## src/rtl/axi_rd_responder_pkg.sv

```systemverilog
// Shared types and constants for the AXI read responder.
//   rd_entry_t : one request-table entry. Field widths are fixed maxima so the
//                struct can live in a package; instances zero-extend their
//                parameterised AR fields into it (ID <= 16 bits, ADDR <= 64 bits).
//   RESP_*     : R response encodings used by the responder.
//   ORDER_*    : encodings for the ORDER_MODE parameter.
//   rd_state_e : responder FSM state encoding.
package axi_rd_responder_pkg;

    localparam int ENT_ID_W   = 16;
    localparam int ENT_ADDR_W = 64;
    localparam int ENT_LEN_W  = 8;
    localparam int ENT_SIZE_W = 3;
    localparam int ENT_LAT_W  = 8;

    localparam logic [1:0] RESP_OKAY   = 2'b00;
    localparam logic [1:0] RESP_SLVERR = 2'b10;

    localparam int ORDER_OLDEST = 0;
    localparam int ORDER_NEWEST = 1;

    typedef struct packed {
        logic [ENT_ID_W-1:0]   id;
        logic [ENT_ADDR_W-1:0] addr;
        logic [ENT_LEN_W-1:0]  len;
        logic [ENT_SIZE_W-1:0] size;
        logic [ENT_LAT_W-1:0]  lat;
    } rd_entry_t;

    typedef enum logic {
        ST_IDLE  = 1'b0,
        ST_BURST = 1'b1
    } rd_state_e;

endpackage

```

## src/rtl/axi_rd_responder_table.sv

```systemverilog
// rd_req_table: outstanding read-request storage and eligible-entry select.
// Ports:
//   clk, rst                 clock, asynchronous active-low reset
//   alloc_en, alloc_entry    write a new entry into the lowest free slot
//   free_en, free_idx        release an entry (may coincide with alloc)
//   full                     every slot occupied (registered occupancy)
//   sel_valid, sel_idx,      oldest or newest eligible entry (latency
//   sel_entry                counter at zero), chosen by ORDER_MODE
// Each valid entry carries an age rank: 0 is the newest, ranks stay compact
// in 0..DEPTH-1 so comparing ranks gives accept order without wrap issues.
module rd_req_table
    import axi_rd_responder_pkg::*;
#(
    parameter int DEPTH      = 4,
    parameter int IDX_W      = 2,
    parameter int ORDER_MODE = ORDER_NEWEST
) (
    input  logic             clk,
    input  logic             rst,
    input  logic             alloc_en,
    input  rd_entry_t        alloc_entry,
    input  logic             free_en,
    input  logic [IDX_W-1:0] free_idx,
    output logic             full,
    output logic             sel_valid,
    output logic [IDX_W-1:0] sel_idx,
    output rd_entry_t        sel_entry
);

    logic [DEPTH-1:0] valid_q, valid_d;
    rd_entry_t        ent_q [DEPTH];
    rd_entry_t        ent_d [DEPTH];
    logic [IDX_W-1:0] age_q [DEPTH];
    logic [IDX_W-1:0] age_d [DEPTH];
    logic [IDX_W-1:0] alloc_idx;
    logic [IDX_W-1:0] best_age;
    logic             found_free;

    assign full = &valid_q;

    always_comb begin
        alloc_idx  = '0;
        found_free = 1'b0;
        for (int i = 0; i < DEPTH; i++) begin
            if (!valid_q[i] && !found_free) begin
                alloc_idx  = IDX_W'(i);
                found_free = 1'b1;
            end
        end
    end

    // Surviving entries age by one on an accept; entries older than a freed
    // one close the gap it leaves.
    always_comb begin
        valid_d = valid_q;
        ent_d   = ent_q;
        age_d   = age_q;
        for (int i = 0; i < DEPTH; i++) begin
            if (valid_q[i] && (ent_q[i].lat != '0)) begin
                ent_d[i].lat = ent_q[i].lat - ENT_LAT_W'(1);
            end
            if (free_en && (free_idx == IDX_W'(i))) begin
                valid_d[i] = 1'b0;
            end else if (valid_q[i]) begin
                age_d[i] = age_q[i] + IDX_W'(alloc_en)
                         - IDX_W'(free_en && (age_q[i] > age_q[free_idx]));
            end
        end
        if (alloc_en) begin
            valid_d[alloc_idx] = 1'b1;
            ent_d[alloc_idx]   = alloc_entry;
            age_d[alloc_idx]   = '0;
        end
    end

    always_comb begin
        sel_valid = 1'b0;
        sel_idx   = '0;
        best_age  = '0;
        for (int i = 0; i < DEPTH; i++) begin
            if (valid_q[i] && (ent_q[i].lat == '0)) begin
                if (!sel_valid ||
                    ((ORDER_MODE == ORDER_NEWEST) ? (age_q[i] < best_age)
                                                  : (age_q[i] > best_age))) begin
                    sel_valid = 1'b1;
                    sel_idx   = IDX_W'(i);
                    best_age  = age_q[i];
                end
            end
        end
    end

    assign sel_entry = ent_q[sel_idx];

    always_ff @(posedge clk or negedge rst) begin
        if (!rst) begin
            valid_q <= '0;
            for (int i = 0; i < DEPTH; i++) begin
                ent_q[i] <= '0;
                age_q[i] <= '0;
            end
        end else begin
            valid_q <= valid_d;
            ent_q   <= ent_d;
            age_q   <= age_d;
        end
    end

endmodule

```

## src/rtl/axi_rd_responder.sv

```systemverilog
// axi_rd_responder: AXI read-channel responder that answers every AR with
// synthetic data {id, beat address}, optionally out of order.
// Ports:
//   clk, rst            clock, asynchronous active-low reset
//   ar_*                AR request (slave side); ar_burst/ar_qos ignored
//   ar_ready            request table not full
//   r_*                 R beats (master side), all registered
//   r_ready             downstream accepts the current beat
//
// state    | meaning
// ST_IDLE  | no burst in flight; picks an eligible table entry if any
// ST_BURST | r_valid high, stepping beats of the selected entry on r_ready
module axi_rd_responder
    import axi_rd_responder_pkg::*;
#(
    parameter int ID_WIDTH        = 4,
    parameter int ADDR_WIDTH      = 32,
    parameter int DATA_WIDTH      = 64,
    parameter int RESP_WIDTH      = 2,
    parameter int LEN_WIDTH       = 8,
    parameter int SIZE_WIDTH      = 3,
    parameter int BURST_WIDTH     = 2,
    parameter int QOS_WIDTH       = 4,
    parameter int MAX_OUTSTANDING = 4,
    parameter int READ_LATENCY    = 2,
    parameter int ORDER_MODE      = 1
) (
    input  logic                   clk,
    input  logic                   rst,
    input  logic                   ar_valid,
    input  logic [ID_WIDTH-1:0]    ar_id,
    input  logic [ADDR_WIDTH-1:0]  ar_addr,
    input  logic [LEN_WIDTH-1:0]   ar_len,
    input  logic [SIZE_WIDTH-1:0]  ar_size,
    input  logic [BURST_WIDTH-1:0] ar_burst,
    input  logic [QOS_WIDTH-1:0]   ar_qos,
    output logic                   ar_ready,
    output logic                   r_valid,
    output logic [ID_WIDTH-1:0]    r_id,
    output logic [DATA_WIDTH-1:0]  r_data,
    output logic [RESP_WIDTH-1:0]  r_resp,
    output logic                   r_last,
    input  logic                   r_ready
);

    localparam int IDX_W = (MAX_OUTSTANDING > 1) ? $clog2(MAX_OUTSTANDING) : 1;

    logic             tbl_full;
    logic             alloc_en;
    logic             free_en;
    logic             sel_valid;
    logic [IDX_W-1:0] sel_idx;
    rd_entry_t        sel_entry;
    rd_entry_t        alloc_entry;

    rd_state_e              state_q, state_d;
    logic [IDX_W-1:0]       idx_q, idx_d;
    rd_entry_t              cur_q, cur_d;
    logic [ENT_LEN_W-1:0]   beat_q, beat_d, beat_nxt;
    logic                   r_valid_q, r_valid_d;
    logic [ID_WIDTH-1:0]    r_id_q, r_id_d;
    logic [DATA_WIDTH-1:0]  r_data_q, r_data_d;
    logic [RESP_WIDTH-1:0]  r_resp_q, r_resp_d;
    logic                   r_last_q, r_last_d;

    logic unused_bits;
    assign unused_bits = ^{ar_burst, ar_qos, cur_q};

    function automatic logic [DATA_WIDTH-1:0] pack_data(
        input logic [ID_WIDTH-1:0]   id,
        input logic [ADDR_WIDTH-1:0] addr
    );
        return DATA_WIDTH'({id, addr});
    endfunction

    // INCR only; the sum wraps naturally at ADDR_WIDTH bits.
    function automatic logic [ADDR_WIDTH-1:0] beat_addr(
        input logic [ADDR_WIDTH-1:0] base,
        input logic [ENT_LEN_W-1:0]  beat,
        input logic [ENT_SIZE_W-1:0] size
    );
        return base + (ADDR_WIDTH'(beat) << size);
    endfunction

    assign ar_ready = !tbl_full;
    assign alloc_en = ar_valid && !tbl_full;

    always_comb begin
        alloc_entry      = '0;
        alloc_entry.id   = ENT_ID_W'(ar_id);
        alloc_entry.addr = ENT_ADDR_W'(ar_addr);
        alloc_entry.len  = ENT_LEN_W'(ar_len);
        alloc_entry.size = ENT_SIZE_W'(ar_size);
        alloc_entry.lat  = ENT_LAT_W'(READ_LATENCY);
    end

    rd_req_table #(
        .DEPTH      (MAX_OUTSTANDING),
        .IDX_W      (IDX_W),
        .ORDER_MODE (ORDER_MODE)
    ) u_table (
        .clk         (clk),
        .rst         (rst),
        .alloc_en    (alloc_en),
        .alloc_entry (alloc_entry),
        .free_en     (free_en),
        .free_idx    (idx_q),
        .full        (tbl_full),
        .sel_valid   (sel_valid),
        .sel_idx     (sel_idx),
        .sel_entry   (sel_entry)
    );

    always_comb begin
        state_d   = state_q;
        idx_d     = idx_q;
        cur_d     = cur_q;
        beat_d    = beat_q;
        r_valid_d = r_valid_q;
        r_id_d    = r_id_q;
        r_data_d  = r_data_q;
        r_resp_d  = r_resp_q;
        r_last_d  = r_last_q;
        free_en   = 1'b0;
        beat_nxt  = beat_q + ENT_LEN_W'(1);
        case (state_q)
            ST_IDLE: begin
                if (sel_valid) begin
                    state_d   = ST_BURST;
                    idx_d     = sel_idx;
                    cur_d     = sel_entry;
                    beat_d    = '0;
                    r_valid_d = 1'b1;
                    r_id_d    = sel_entry.id[ID_WIDTH-1:0];
                    r_data_d  = pack_data(sel_entry.id[ID_WIDTH-1:0],
                                          sel_entry.addr[ADDR_WIDTH-1:0]);
                    r_resp_d  = RESP_WIDTH'(sel_entry.addr[ADDR_WIDTH-1] ? RESP_SLVERR
                                                                           : RESP_OKAY);
                    r_last_d  = (sel_entry.len == '0);
                end
            end
            ST_BURST: begin
                if (r_ready) begin
                    if (r_last_q) begin
                        free_en   = 1'b1;
                        state_d   = ST_IDLE;
                        r_valid_d = 1'b0;
                        r_last_d  = 1'b0;
                    end else begin
                        beat_d   = beat_nxt;
                        r_data_d = pack_data(cur_q.id[ID_WIDTH-1:0],
                                             beat_addr(cur_q.addr[ADDR_WIDTH-1:0],
                                                       beat_nxt, cur_q.size));
                        r_last_d = (beat_nxt == cur_q.len);
                    end
                end
            end
            default: state_d = ST_IDLE;
        endcase
    end

    always_ff @(posedge clk or negedge rst) begin
        if (!rst) begin
            state_q   <= ST_IDLE;
            idx_q     <= '0;
            cur_q     <= '0;
            beat_q    <= '0;
            r_valid_q <= 1'b0;
            r_id_q    <= '0;
            r_data_q  <= '0;
            r_resp_q  <= '0;
            r_last_q  <= 1'b0;
        end else begin
            state_q   <= state_d;
            idx_q     <= idx_d;
            cur_q     <= cur_d;
            beat_q    <= beat_d;
            r_valid_q <= r_valid_d;
            r_id_q    <= r_id_d;
            r_data_q  <= r_data_d;
            r_resp_q  <= r_resp_d;
            r_last_q  <= r_last_d;
        end
    end

    assign r_valid = r_valid_q;
    assign r_id    = r_id_q;
    assign r_data  = r_data_q;
    assign r_resp  = r_resp_q;
    assign r_last  = r_last_q;

endmodule

```

## config.mk

```make
export PLATFORM = sky130hd
export DESIGN_NAME = axi_rd_responder
export DESIGN_NICKNAME = d
export VERILOG_FILES = /design/src/rtl/axi_rd_responder_pkg.sv /design/src/rtl/axi_rd_responder_table.sv /design/src/rtl/axi_rd_responder.sv
export SDC_FILE = /design/constraint.sdc
export NUM_CORES = 1
export LEC_CHECK = 0
export ABC_AREA = 1
export CAP_MARGIN = 25
export CORE_ASPECT_RATIO = 0.7
export CORE_MARGIN = 2
export CORE_UTILIZATION = 60
export CTS_BUF_LIST = sky130_fd_sc_hd__clkbuf_8
export CTS_CLUSTER_DIAMETER = 40
export DETAILED_ROUTE_END_ITERATION = 7
export GPL_ROUTABILITY_DRIVEN = 0
export HOLD_SLACK_MARGIN = 0.08
export MAX_ROUTING_LAYER = met4
export PLACE_DENSITY = 0.82
export SYNTH_ARGS = -nofsm -noshare
export SYNTH_HDL_FRONTEND = slang
export SYNTH_SLANG_ARGS = --single-unit
```

## constraint.sdc

```tcl
create_clock -name clk -period 12 [get_ports clk]
set_input_delay 2.4 -clock clk [delete_from_list [all_inputs] [get_ports clk]]
set_output_delay 2.4 -clock clk [all_outputs]
set_load 0.02 [all_outputs]
```

==> results_dict.tcl, run 1 <==
set metrics [dict create \
    drtPass1Iterations 7 \
    met2_wirelength_um 18500 \
    postCtsHoldBufs 0 \
    fin_crit_sh_pct 50.2 \
    clock-root-buffer "clkbuf_8" \
    max-vdd-ir-drop_v 0.0000923 \
    grt_max_degree 141 \
    floorplan.rows 51 \
    max_stage_delay_ns 0.93 \
    required_ns 12.52 \
    synth-simple-area-share_pct 16.7 \
    top_layer "met4" \
    synth_common_cells "nand2_1, dfrtp_1, o21ai_0" \
    ys_warn_count 0 \
    hold_class "reg -> reg" \
    track_usage_pct 30.8 \
    p_sw_share_pct 38.2 \
    postRouteAntennaNets 0 \
    cpMostUsedCell "nand2_1" \
    r2r-start "u_table.ent_q[297]$_DFF_PN0_" \
    synth_mux_area_share_pct 0.119 \
    post-route-util_pct 68.0 \
    numCtsBuffers 52 \
    async_flop_share_pct 100 \
    holdWs_ns 0.470 \
    relSlewSlack_pct 30.7 \
    pwr-share-clk_pct 25.7 \
    synth_top_area_share_pct 48.6 \
    viasPerCell 5.69 \
    grt_overflow 0 \
    drt_iter0_markers 1387 \
    area_delta_synth_final_pct 11.8 \
    seqPwrFrac_pct 39.5 \
    crit_slowest_cell "inv_2" \
    fin_ws_ns 5.97 \
    whs_path_depth 1 \
    start_util_pct 60.8 \
    max_freq_ghz 0.166 \
    synthFlopType "dfrtp_1" \
    cts_buffer_depth 3 \
    yosys.cell_count.top_type "nand2_1" \
    clkSlewWorstSetupHoldPaths_ns 0.06 \
    max-cap-violations 0 \
    antenna_cells 0 \
    cp_data_arrival_time_ns 6.55 \
    multi_input_area_mm2 0.00695 \
    tritoncts "yes" \
    synth_area_mm2 0.0169 \
    nNetsFinal 2213 \
    ys_seq_elements 328 \
    clock_latency_ns 0.61 \
    wl_um 42900 \
    yosysSeqAreaShare_pct 48.6 \
    pwr-share-comb_pct 34.9 \
    power.switching_mw 1.46 \
    hpwl_um 27900 \
    p_leak_nw 8.97 \
    grt_pass1_wl_um 69600 \
    ff2ff_path_depth 33 \
    worstSetupEndpoint "r_data[17]$_DFFE_PN0P_" \
    skew_ns 0.0177 \
    yosysTopAreaCell "dfrtp_1" \
    die_area_mm2 0.0295 \
    setup_viol 0 \
    synth_top_family_by_area "compound AO/OA/AOI/OAI gates" \
    fill_cells 2245 \
    synth-xor-area-share_pct 2.18 \
    critical_path_class "reg -> reg" \
    postCtsSetupRepairBufs 0 \
    path_max_fanout 49 \
    fin_setup_tns_ns 0 \
    avgSynthCellArea_um2 8.20 \
    hold_viol 0 \
    startpoint "u_table.ent_q[297]$_DFF_PN0_" \
    powerDensity_mw_per_mm2 202 \
    die_width_um 204 \
    cts_resized 0 \
    seq_area_mm2 0.00821 \
    cts.sinks 328 \
    drive_gt1_share_pct 6.26 \
    synth_edf_count 0 \
    h-tree-depth 2 \
    tightest_slew_ns 1.04 \
    pre_cts_ws_ns 6.26 \
    antenna_found_initial 0 \
    rrSetupSlack_ns 5.97 \
    finalCriticalPeriod_ns 6.03 \
    crit_path_start_kind "flop" \
    met1_length_um 19600 \
    cp-end-kind "flop" \
    synth-adder-area-share_pct 3.16 \
    core_mm2 0.0278 \
    route.met3.wl_um 3990 \
    vias 14400 \
    die_y_um 144 \
    grt_pass1_vias 13600 \
    cellInternalPower_mw 2.36 \
    port_buffers 94 \
    rr_endpoint "r_data[17]$_DFFE_PN0P_" \
    synthTopCellsByArea "dfrtp_1, nand2_1, o21ai_0, inv_1, o211ai_1" \
    status "finished clean" \
    synth.distinct_cells 57 \
    rsz0062_at_grt "no" \
    synth-compound-area-share_pct 18.2 \
    pin_count 130 \
    wl_per_cell_um 17.0 \
    slew_viol_final 0 \
    syn_inst 2058 \
    drc 0 \
]
==> worst min path at each step <==
stage,startpoint,end
after floorplan,u_table.ent_q[201]$_DFF_PN0_,u_table.ent_q[201]$_DFF_PN0_
after global placement,u_table.ent_q[7]$_DFF_PN0_,u_table.ent_q[7]$_DFF_PN0_
after detailed placement,u_table.ent_q[316]$_DFFE_PN0P_,u_table.ent_q[316]$_DFFE_PN0P_
after CTS,u_table.ent_q[201]$_DFF_PN0_,u_table.ent_q[201]$_DFF_PN0_
after global routing,u_table.ent_q[201]$_DFF_PN0_,u_table.ent_q[201]$_DFF_PN0_
final,u_table.ent_q[201]$_DFF_PN0_,u_table.ent_q[201]$_DFF_PN0_
==> cells by family after synthesis <==
logic type	after synthesis
muxes	2
AOI/OAI and AO/OA	540
DFF	328
and+or+nand+nor	680
xor gates and xnor gates	42
other	1
adders and majority gates	42
buffers and inverters	423
==> critical path: cells and delay by family, from the launching register on <==
| family | cells | cell delay, ns |
|---|---|---|
| simple gates | 19 | 1.98 |
| buf+inv | 5 | 1.41 |
| compound gates | 5 | 1.09 |
| fa+ha+maj | 4 | 1.04 |
| flops | 1 | 0.38 |
==> registers in the layout, indices dropped and copies added, names as in the netlist, 2 cells and up <==
register	cells
u_table.valid_q	4
u_table.age_q	8
beat_q	8
r_id	4
u_table.ent_q	220
idx_q	2
cur_q	42
r_data	36
==> layer usage <==
layer | vias up | track usage (%)
met5 | - | -
met4 | 0 | 8.35
met3 | 81 | 7.08
met2 | 596 | 43.9
met1 | 6909 | 44.6
li1 | 6778 | -
==> final cells by class <==
cell class                 count  area share, %
clock buffer                  64           4.67
clock inverter                31          0.995
inverter                     289           5.75
multi-input combinational   1335           36.8
sequential                   328           43.5
tap                          371           2.46
timing repair buffer         108           5.78
==> cell usage in the layout (no fill, tap or decap), drive strengths merged <==
cell type and instances:
o21bai 1, o31ai 2, xnor2 7, a2111oi 1, nor2 129, clkinv 7
a21boi 2, o32ai 6, clkbuf 64, a31oi 14, o22ai 26, conb 29
a22oi 2, a221oi 1, mux2i 2, nand4 8, fa 1, o21ai 344
o211ai 76, nor4 5, buf 15, xor2 35, nor3 17, a211oi 6
o221ai 1, ha 41, clkinvlp 2, o2111ai 2, o22a 2, nand3 52
nor3b 1, or2 6, inv 309, a21oi 54, dfrtp 328, bufinv 2
nand2 457, nand3b 5, clkdlybuf4s50 93
==> power by group through the flow <==
stage               registers, mW  logic, mW  clock network, mW
floorplan                    1.53      0.848                  0
finish                       1.51       1.33              0.980
CTS                          1.50       1.32              0.992
global route                 1.53       1.48               1.04
detailed placement           1.52       1.31                  0
global placement             1.51       1.25                  0
==> metrics by stage <==
stage | instances | cell area [µm²] | total power [mW]
6_report | 2526 | 18900 | 3.82
5_1_grt | 2526 | 18900 | 4.06
4_1_cts | 2524 | 18800 | 3.81
3_5_place_dp | 2429 | 17700 | 2.82
3_3_place_gp | 2429 | 17700 | 2.75
2_1_floorplan | 2086 | 17000 | 2.37
Power figures use the tool's default switching activity.
==> run 2, diff against run 1 <==
Settings changed: CORE_UTILIZATION 60 to 55, PLACE_DENSITY 0.82 to 0.79.
Clock period 12 ns to 4.9 ns, I/O delays scaled along.
==> run 2 against run 1 <==
- first-iteration DRC count rose by 4.7%
- final cell count rose by 2.9%
- critical path depth fell by 3
- power rose by 150%
- largest power group unchanged
==> results_dict.tcl, run 2 (synthesis results as in run 1) <==
set metrics [dict create \
    max_freq_ghz 0.217 \
    cp-end-kind "flop" \
    die_area_mm2 0.0321 \
    grt_pass1_wl_um 68300 \
    tritoncts "yes" \
    path_buf_inv 3 \
    crit_slowest_cell "dfrtp_2" \
    clkSlewWorstSetupHoldPaths_ns 0.07 \
    grt_overflow 0 \
    finish.instance_area_mm2 0.0195 \
    status "finished clean" \
    nNetsFinal 2249 \
    clock_latency_ns 0.62 \
    start_util_pct 56.0 \
    rrSetupSlack_ns 0.30 \
    met2_wirelength_um 18600 \
    slew_viol_final 0 \
    cp_data_arrival_time_ns 5.09 \
    p_sw_share_pct 37.7 \
    max-vdd-ir-drop_v 0.000233 \
    wl_um 43400 \
    max-cap-violations 0 \
    drtPass1Iterations 5 \
    postRouteAntennaNets 0 \
    fin_setup_tns_ns 0 \
    cpMostUsedCell "nand2_1" \
    pwr-share-comb_pct 35.3 \
    crit_path_start_kind "flop" \
    ff2ff_path_depth 30 \
    largest_register_ffs 220 \
    layout_commonest_cell "nand2_1" \
    critical_path_class "reg -> reg" \
    die_y_um 151 \
    grt_max_degree 124 \
    finalCriticalPeriod_ns 4.60 \
    area_delta_synth_final_pct 15.4 \
    r2r-start "beat_q[0]$_DFFE_PN0P_" \
    route.met3.wl_um 3650 \
    pin_count 130 \
    regMostFlops "u_table.ent_q" \
    cellInternalPower_mw 5.93 \
    min_from "u_table.ent_q[7]$_DFF_PN0_" \
    stdcell_count 2599 \
    seqPwrFrac_pct 38.8 \
    critPathTopFamily "simple AND/OR/NAND/NOR gates" \
    powerDensity_mw_per_mm2 489 \
    relSlewSlack_pct 34.2 \
    viasPerCell 5.48 \
    drc 0 \
    tightest_slew_ns 0.987 \
    h-tree-depth 2 \
    hold_viol 0 \
    wl_per_cell_um 16.7 \
    numCtsBuffers 52 \
    startpoint "beat_q[0]$_DFFE_PN0P_" \
    hold_end "u_table.ent_q[7]$_DFF_PN0_" \
    vias 14200 \
    core_mm2 0.0301 \
    final_cell_mix "nand2_1, dfrtp_1, o21ai_0" \
    hpwl_um 29000 \
    rr_endpoint "r_data[26]$_DFFE_PN0P_" \
    cts.sinks 328 \
    power.switching_mw 3.59 \
    dp_cells 2491 \
    antenna_found_initial 0 \
    place_area_mm2 0.0181 \
    track_usage_pct 28.0 \
    antenna_cells 0 \
    top_layer "met4" \
    postCtsHoldBufs 0 \
    hold_class "reg -> reg" \
    skew_ns 0.0217 \
    required_ns 5.39 \
    cts_buffer_depth 3 \
    fin_crit_sh_pct 93.9 \
    whs_path_depth 1 \
    grt_pass1_vias 13200 \
    clock-root-buffer "clkbuf_8" \
    die_width_um 213 \
    p_leak_nw 9.23 \
    setup_viol 0 \
    drt_iter0_markers 1452 \
    port_buffers 94 \
    post-route-util_pct 64.7 \
    floorplan.rows 53 \
    pwr-share-clk_pct 25.9 \
    drive_gt1_share_pct 9.01 \
    max_stage_delay_ns 0.43 \
    path_max_fanout 6 \
    met1_length_um 20200 \
]
==> run 2: cell types whose count changed in the layout (fill, tap and decap cells not counted), moves of 5 or more <==
cell	before	now
buf_4	12	36
buf_12	0	10
o21ai_0	311	301
inv_1	302	293
nand2_1	444	438
nand2_2	8	14
o21ai_1	30	35
o21ai_2	2	7
==> run 2: power by group through the flow <==
stage                     Clock, mW  Combinational, mW  Sequential [mW]
after floorplan                   0               2.08             3.74
after global placement            0               3.08             3.69
after CTS                      2.50               3.22             3.67
after detailed placement          0               3.20             3.71
after global routing           2.65               3.73             3.75
final                          2.47               3.36             3.69
==> run 2: what timing repair did <==
action | in CTS | in global routing
setup endpoints to repair | 2 | 67
endpoints found under the hold margin | 0 | 0
gates resized for setup | 2 | 37
gates cloned | 0 | 3
setup buffers | 0 | 13
pin swaps | 0 | 18
==> run 2: final cells by class <==
class,instances,area [µm²]
Sequential cell,328,8210
Clock inverter,26,201
Timing Repair Buffer,143,1490
Inverter,289,1080
Multi-Input combinational cell,1336,7070
Clock buffer,65,895
Tap cell,412,515
Fill cell,2499,10600
==> run 2: routing by layer <==
layer	track usage, %	vias to the layer above
met4	8.19	0
li1	-	6828
met5	-	-
met1	41.7	6773
met2	39.2	560
met3	4.61	76
==> run 2: worst reg2reg max path: cells and delay by family, from the launching register on <==
family | cells | cell delay, ns
AO/OA/AOI/OAI | 9 | 1.16
AND/OR/NAND/NOR | 16 | 2.14
buffers and inverters | 3 | 0.28
XOR/XNOR | 1 | 0.16
flip-flops | 1 | 0.43
adder cells (fa/ha/maj) | 1 | 0.31
==> run 2: how the worst max path moves through the flow <==
stage,cells after the start,slack (ns),end
after floorplan,35,0.98,r_data[1]$_DFFE_PN0P_
after global placement,26,0.22,r_data[29]$_DFFE_PN0P_
after detailed placement,26,-0.02,r_data[29]$_DFFE_PN0P_
after CTS,26,0.06,r_data[29]$_DFFE_PN0P_
after global routing,27,-0.04,r_data[29]$_DFFE_PN0P_
final,30,0.30,r_data[26]$_DFFE_PN0P_
==> run 2: through the flow <==
step	setup WS, ns	power (mW)	hold slack (ns)
6_report	0.298	9.52	0.471
5_1_grt	-0.0356	10.1	0.492
4_1_cts	0.0599	9.40	0.477
3_5_place_dp	-0.0209	6.91	0.466
3_3_place_gp	0.225	6.78	0.456
2_1_floorplan	0.983	5.81	0.434
